==> src/rtl/nibble_seq_cmp.sv <==
// rtl/nibble_seq_cmp.sv - nibble-serial magnitude compare sequencer around a 4-bit comparator
//
// Purpose:
//    Accepts an operand pair over a valid/ready handshake, walks the operands one
//    nibble at a time from the MSB nibble down, feeds each nibble pair to an external
//    4-bit combinational comparator, and stops at the first unequal nibble.
//    One registered result is returned over a valid/ready handshake.
//
// Configuration macro:
//    NIBBLE_SEQ_CMP_SIGNED_EN - when defined, operands are two's complement. Bit 3 of
//    both MSB nibbles is inverted on the way to the comparator. When undefined, the
//    compare is unsigned and no inversion logic exists.
//
// Ports:
//    clk, rst_n            clock, asynchronous active-low reset
//    in_valid/in_ready     operand handshake; in_a/in_b are the WIDTH-bit operands
//    nib_a/nib_b           nibble pair driven to the comparator (valid in SCAN)
//    cmp_eq/cmp_gt/cmp_lt  comparator flags for the current nibble pair
//    out_valid/out_ready   result handshake
//    res_eq/res_gt/res_lt  final relation of A to B
//    res_cycles            number of SCAN cycles used (1..NIB)
//    res_err               comparator flags were not one-hot in the deciding cycle
module nibble_seq_cmp #(
   parameter  int WIDTH = 16,
   localparam int NIB   = WIDTH / 4,
   localparam int CW    = $clog2(NIB + 1)
) (
   input  logic             clk,
   input  logic             rst_n,
   input  logic             in_valid,
   output logic             in_ready,
   input  logic [WIDTH-1:0] in_a,
   input  logic [WIDTH-1:0] in_b,
   output logic [3:0]       nib_a,
   output logic [3:0]       nib_b,
   input  logic             cmp_eq,
   input  logic             cmp_gt,
   input  logic             cmp_lt,
   output logic             out_valid,
   input  logic             out_ready,
   output logic             res_eq,
   output logic             res_gt,
   output logic             res_lt,
   output logic [CW-1:0]    res_cycles,
   output logic             res_err
);

   localparam int IW = (NIB > 1) ? $clog2(NIB) : 1;
   localparam logic [IW-1:0] IDX_MSB = IW'(NIB - 1);

   typedef enum logic [1:0] {
      IDLE = 2'd0,
      SCAN = 2'd1,
      DONE = 2'd2
   } state_t;

   state_t            state_q;
   state_t            state_d;

   logic [WIDTH-1:0]  a_q;
   logic [WIDTH-1:0]  b_q;
   logic [IW-1:0]     idx_q;
   logic [CW-1:0]     count_q;

   logic [3:0]        nib_a_raw;
   logic [3:0]        nib_b_raw;

   logic              accept;
   logic              flags_onehot;
   logic              scan_done;
   logic              scan_step;

   // Nibble select straight from registered operands and index, so the
   // nib -> comparator -> flags path settles within the SCAN cycle. Because
   // a_q/b_q/idx_q only change on accept or while stepping, the nibbles
   // naturally hold their last values outside SCAN.
   assign nib_a_raw = a_q[{idx_q, 2'b00} +: 4];
   assign nib_b_raw = b_q[{idx_q, 2'b00} +: 4];

`ifdef NIBBLE_SEQ_CMP_SIGNED_EN
   // Marks that the MSB nibble is being presented. Kept as its own register
   // (rather than decoding idx_q in SCAN) so the inverted nibble is held
   // unchanged after SCAN exits from the first cycle.
   logic first_q;

   always_ff @(posedge clk or negedge rst_n) begin
      if (!rst_n) begin
         first_q <= 1'b0;
      end else if (accept) begin
         first_q <= 1'b1;
      end else if (scan_step) begin
         first_q <= 1'b0;
      end
   end

   // Flipping the sign bit maps two's complement order onto unsigned order.
   assign nib_a = nib_a_raw ^ {first_q, 3'b000};
   assign nib_b = nib_b_raw ^ {first_q, 3'b000};
`else
   assign nib_a = nib_a_raw;
   assign nib_b = nib_b_raw;
`endif

   always_ff @(posedge clk or negedge rst_n) begin
      if (!rst_n) begin
         state_q <= IDLE;
      end else begin
         state_q <= state_d;
      end
   end

   always_comb begin
      state_d      = state_q;
      in_ready     = 1'b0;
      out_valid    = 1'b0;
      accept       = 1'b0;
      scan_done    = 1'b0;
      scan_step    = 1'b0;
      flags_onehot = ({cmp_eq, cmp_gt, cmp_lt} == 3'b100) ||
                     ({cmp_eq, cmp_gt, cmp_lt} == 3'b010) ||
                     ({cmp_eq, cmp_gt, cmp_lt} == 3'b001);
      case (state_q)
         IDLE: begin
            in_ready = 1'b1;
            if (in_valid) begin
               accept  = 1'b1;
               state_d = SCAN;
            end
         end
         SCAN: begin
            // Any non-equal or malformed flag set ends the scan, as does an
            // equal LSB nibble; otherwise step to the next lower nibble.
            if (!flags_onehot || cmp_gt || cmp_lt || (idx_q == '0)) begin
               scan_done = 1'b1;
               state_d   = DONE;
            end else begin
               scan_step = 1'b1;
            end
         end
         DONE: begin
            out_valid = 1'b1;
            if (out_ready) begin
               state_d = IDLE;
            end
         end
         default: begin
            state_d = IDLE;
         end
      endcase
   end

   always_ff @(posedge clk or negedge rst_n) begin
      if (!rst_n) begin
         a_q        <= '0;
         b_q        <= '0;
         idx_q      <= '0;
         count_q    <= '0;
         res_eq     <= 1'b0;
         res_gt     <= 1'b0;
         res_lt     <= 1'b0;
         res_err    <= 1'b0;
         res_cycles <= '0;
      end else begin
         if (accept) begin
            a_q     <= in_a;
            b_q     <= in_b;
            idx_q   <= IDX_MSB;
            count_q <= '0;
         end
         if (state_q == SCAN) begin
            count_q <= count_q + CW'(1);
         end
         if (scan_step) begin
            idx_q <= idx_q - IW'(1);
         end
         if (scan_done) begin
            // A malformed flag set suppresses every relation output.
            res_err    <= !flags_onehot;
            res_eq     <= flags_onehot && cmp_eq;
            res_gt     <= flags_onehot && cmp_gt;
            res_lt     <= flags_onehot && cmp_lt;
            res_cycles <= count_q + CW'(1);
         end
      end
   end

endmodule

==> config.mk <==
export PLATFORM = sky130hd
export DESIGN_NAME = nibble_seq_cmp
export DESIGN_NICKNAME = d
export VERILOG_FILES = /design/src/rtl/nibble_seq_cmp.sv
export SDC_FILE = /design/constraint.sdc
export NUM_CORES = 1
export LEC_CHECK = 0
export BUFFER_PORTS_ARGS = -buffer_cell sky130_fd_sc_hd__buf_2
export CAP_MARGIN = 20
export CORE_ASPECT_RATIO = 2
export CORE_UTILIZATION = 35
export DETAILED_ROUTE_END_ITERATION = 8
export GPL_TIMING_DRIVEN = 0
export SLEW_MARGIN = 0
export SYNTH_ARGS = -nofsm -noshare
export SYNTH_HDL_FRONTEND = slang
export SYNTH_SLANG_ARGS = --single-unit
==> constraint.sdc <==
create_clock -name clk -period 2.3 [get_ports clk]
set_input_delay 0.115 -clock clk [delete_from_list [all_inputs] [get_ports clk]]
set_output_delay 0.115 -clock clk [all_outputs]
set_load 0.05 [all_outputs]
Word-level counts from Yosys, hierarchy flattened
Cells that the tools add are included.
- add/sub/neg operators: 2
- eq/ne operators: 8
- shift-type cells: 2
- muxes and demuxes: 16
- reduce and logical (&&, ||, !) cells: 14
- operators with widths (kind ; count):
    variable part select 16 x 5 -> 4 bit ; 2
    2-to-1 mux 2 bit ; 5
    2-to-1 mux 1 bit ; 8
    2-to-1 mux 3 bit ; 2
    inequality test 2 bit, second input constant ; 3
    case mux 2 bit (3 select lines) ; 1
    logical OR 1 bit ; 5
    zero test 2 bit ; 2
    nonzero test 2 bit ; 2
    adder 3 x 1 -> 3 bit, second input constant ; 1
    equality test 3 x 1 -> 1 bit, second input constant ; 1
    equality test 3 x 2 -> 1 bit, second input constant ; 1
    equality test 3 bit, second input constant ; 1
    logical AND 1 bit ; 3
    AND reduction 3 bit ; 1
    equality test 2 x 1 -> 1 bit, second input constant ; 1
    equality test 2 bit, second input constant ; 1
    subtractor 2 x 1 -> 2 bit, second input constant ; 1
    zero test 1 bit ; 1
- flip-flop bits (word level): 46
- input port bits: 39
- logic and storage cells: 52

Depth between registers and ports, before layout
- depth after elaboration: 10
- depth in mapped cells: 6

Worst setup path after synthesis
OpenSTA, ideal clock, no wires.
- kind: register to register
- from: reg idx_q[1]
- to: reg res_cycles[1]
- library setup time: 0.125 ns
- arrival time: 1.568 ns
- required time: 2.175 ns
- setup slack: 0.607 ns
- cell stages (with the launch flop): 7
- buffers on the path: 1
- clock period less this slack: 1.693 ns
- cell sequence: dfrtp_1 -> clkbuf_1 -> inv_1 -> ha_1 -> nor4b_4 -> nor2_2 -> mux2_2
- word-level cells in the longest chain between the ends: 4
- ends and longest elaborated chain (item ; line ; source):
    start, declared ; 62 ; logic [IW-1:0] idx_q;
    start signal, assigned ; 174 ; idx_q <= idx_q - IW'(1);
    zero test 2 bit ; 133 ; if (!flags_onehot || cmp_gt || cmp_lt || (idx_q == '0)) begin
    logical OR 1 bit ; 133 ;
    2-to-1 mux 1 bit ; 133 ;
    2-to-1 mux 1 bit ; 122 ; case (state_q)
    end signal, assigned ; 182 ; res_cycles <= count_q + CW'(1);
    end, declared ; 44 ; output logic [CW-1:0] res_cycles,
Every way passes these cells.
A chain may end at the register's enable or synchronous reset.

Final worst setup path
- from: reg idx_q[1]
- to: reg res_cycles[2]
Same word-level chain as after synthesis.

==> results.md <==
- Status: complete, but fails checks
- Failing checks: DRC
- Power Dens Cells: 1400 mW/mm^2
- Final Hold Fails: 0
- Hold Crit Class: in2reg
- Netlist cell types: 27
- Max-slew violation count: 0
- Ports: 56
- RSZ-0062 raised after global routing: no
- Share of cells above drive strength 1: 0.3139
- Setup Viol. Count Final: 0
- Flop-to-flop setup slack: 0.28 ns
- Post-Route WL: 4.413 mm
- Critical path cell sequence: clkbuf_1 -> inv_1 -> ha_1 -> nor4b_4 -> nor2_2 -> mux2_2
- CP max-delay cell: clkbuf_1
- WHS Path Cells: 3
- First-pass GRT wire length: 7.645 mm
- Hold Path Origin: in_a[9]
- Overall routing resource usage: 0.1554
- Critical path's top delay family: buffers and inverters
- Starting DRT DRC Count: 55
- Vias in the first global route: 1676
- Final TNS setup: 0 ns
- CTS max path bufs: 2
- Layout Nets: 315
- CTS tree: done
- Multiplexer share of the synthesized area: 0.1162
- Chip width: 56.77 um
- TritonCTS Buffers: 5
- Maximum vdd drop: 0.0007047 V
- Fin area: 0.002616 mm^2
- Adder-Cell Fraction of Synth Area: 0.01192
- YS warnings: 0
- # DRC: 12
- Grt total ovfl: 0
- FMAX: 0.4960 GHz
- Post-Synth XOR/XNOR Area: 0.008343
- Worst path max stage delay: 0.47 ns
- Detailed Routing Iterations Pass 1: 6
- Placement Rows: 39
- Crit path DAT: 2.18 ns
- WHS Endpoint: a_q[9]
- Vias: 1608
- Chip height: 111.5 um
- Compound-gate portion of the synthesized area: 0.03337
- Switching power: 0.001541 W
- # Max-Cap Violations: 0
- Commonest cells after routing, fill and taps aside: 102 x nand2_1, 61 x buf_2, 46 x dfrtp_1
- Buffers on Ports: 55
- WP buf/inv: 2
- DR vias/cell: 4.800
- Switching share of power: 0.4207
- Root Driver: clkbuf_16
- Initial core utilization: 0.3646
- Mapped Cells: 210
- Final setup margin: 0.2837 ns
- Logic pwr share: 0.441
- Layout overhead on the synthesized area: 24.61%
- DIE AREA: 0.006331 mm^2
- Post-route minimum period: 2.016 ns
- Reg power frac: 0.373
- Placed Area: 0.002451 mm^2
- Pin count of the biggest net entering global routing: 47
- Post-Place Worst Slack: 0.2310 ns
- Startpoint type of the worst setup path: flip-flop
- Synth Area in Simple Gates: 0.2408
- R2R Path End: res_cycles[2]
- Int Pwr: 0.002121 W
- CP Max Fanout: 10
- Max H-tree Level: 2
- Initial antenna violation count: 0
- Reg2reg start: idx_q[1]
- Worst Tran Pin Value: 0.6122 ns
- Clock slew at reported path FFs: 0.06 ns
- Tcrit/Tclk final: 0.8766
- Final ANT Viol Nets: 0
- Combinational family with the most area after synthesis: simple AND/OR/NAND/NOR gates
- Final RePlAce weighted congestion: 0.7836
- Clk_lat worst skew: 0.28 ns
- Synth Register Bits: 46
- Core area: 0.005758 mm^2
- Commonest non-fill, non-tap cell in the layout: nand2_1
- Kind of critical path: reg2reg
- Diodes inserted: 0
- CTS sink count: 46
- Final Skew: 0.003966 ns
- Relative slew slack: 0.5919
- Syn avg cell area: 9.998 um^2
- Worst setup EP type: flip-flop
- CP required: 2.47 ns
- Leak: 1.451 nW
- Post-synthesis cell area: 0.002100 mm^2
- Net Count, Synth: 251
- Reg2Reg Depth: 6
- HPWL Detailed: 3.290 mm
- Sequential fraction of the synthesis area: 0.5483
- Total power: 0.003662 W
- Clock power frac: 0.186
- Drt wl/cell: 13.17 um
## power groups by stage
| stage | Sequential, W | Combinational (W) | Clock, W |
|---|---|---|---|
| 3_5_place_dp | 0.00138 | 0.00164 | 0 |
| 6_report | 0.00137 | 0.00162 | 0.000681 |
| 2_1_floorplan | 0.00149 | 0.00115 | 0 |
| 4_1_cts | 0.00137 | 0.00164 | 0.000696 |
| 5_1_grt | 0.00142 | 0.00177 | 0.000731 |
| 3_3_place_gp | 0.00136 | 0.00161 | 0 |
## per-stage QoR
stage	cells	hold WS, ns	util
after global routing	335	0.02767	0.4544
after CTS	333	0.01753	0.4492
after global placement	326	0.3068	0.4257
after floorplan	210	-0.1806	-
after detailed placement	326	0.3106	0.4257
final	335	0.01886	0.4544
## per-layer routing
metal | track usage | vias up | share of wire
met1 | 0.1812 | 758 | 0.40
li1 | - | 810 | -
met3 | 0.03136 | 4 | 0.040
met5 | 0 | - | 0
met4 | 0.06341 | 0 | 0.012
met2 | 0.2730 | 36 | 0.55
## worst max path at each step
stage                  start       endpoint  cells after the start
finish              idx_q[1]  res_cycles[2]                      6
global route        idx_q[1]  res_cycles[1]                      6
CTS                 idx_q[1]  res_cycles[2]                      6
detailed placement  idx_q[1]  res_cycles[2]                      6
global placement    idx_q[1]  res_cycles[2]                      6
floorplan           idx_q[1]  res_cycles[1]                      6
## Yosys cell counts (all sizes together)
| master | count | area, um^2 |
|---|---|---|
| nor4b | 1 | 23.77 |
| o31ai | 1 | 7.510 |
| mux2 | 3 | 33.78 |
| nor4bb | 1 | 10.01 |
| nand2 | 102 | 382.9 |
| nor2b | 3 | 18.77 |
| mux4 | 8 | 180.2 |
| a31oi | 1 | 6.260 |
| o21ai | 6 | 30.03 |
| a21oi | 2 | 10.01 |
| a21o | 1 | 7.510 |
| ha | 2 | 25.02 |
| clkbuf | 2 | 7.510 |
| or3b | 1 | 8.760 |
| nor3b | 1 | 12.51 |
| nor2 | 5 | 21.27 |
| or3 | 1 | 6.260 |
| mux2i | 3 | 30.03 |
| nand3 | 3 | 15.01 |
| xor2 | 2 | 17.52 |
| buf | 9 | 63.81 |
| nand2b | 1 | 6.260 |
| dfrtp | 46 | 1151 |
| a22o | 1 | 8.760 |
| inv | 4 | 15.01 |
## area by class of cell
cell class                 instances  area (um^2)
tap                               61        76.32
clock inverter                     2        10.01
inverter                           4        15.01
fill                             612         3142
timing repair buffer              57        305.3
sequential                        46         1151
clock buffer                       5        125.1
buffer                            11        71.32
multi-input combinational        149        862.1
## worst reg2reg max path, stage by stage (launching register included)
cell,delay [ns]
dfrtp_1,0.32
clkbuf_1,0.47
inv_1,0.10
ha_1,0.27
nor4b_4,0.34
nor2_2,0.11
mux2_2,0.28
## cells by family (layout without fill, tap and decap cells)
| kind of cell | Yosys count | count (layout) |
|---|---|---|
| flip-flops | 46 | 46 |
| buffers and inverters | 15 | 79 |
| adder cells (fa/ha/maj) | 2 | 2 |
| AO/OA/AOI/OAI | 12 | 12 |
| multiplexers | 14 | 14 |
| AND/OR/NAND/NOR | 119 | 119 |
| XOR/XNOR | 2 | 2 |
## flip-flops by register name, indices dropped and copies added, names as in the netlist
register / cells
res_gt: 1
count_q: 3
a_q: 16
res_eq: 1
idx_q: 2
state_q: 2
res_lt: 1
res_err: 1
res_cycles: 3
b_q: 16
## repair_timing
action	CTS	global route
hold buffers	0	1
endpoints found under the setup margin	0	0
buffers inserted	0	0
hold endpoints to repair	0	14
gates resized for setup	0	0
(Power assumes the default switching activity.)
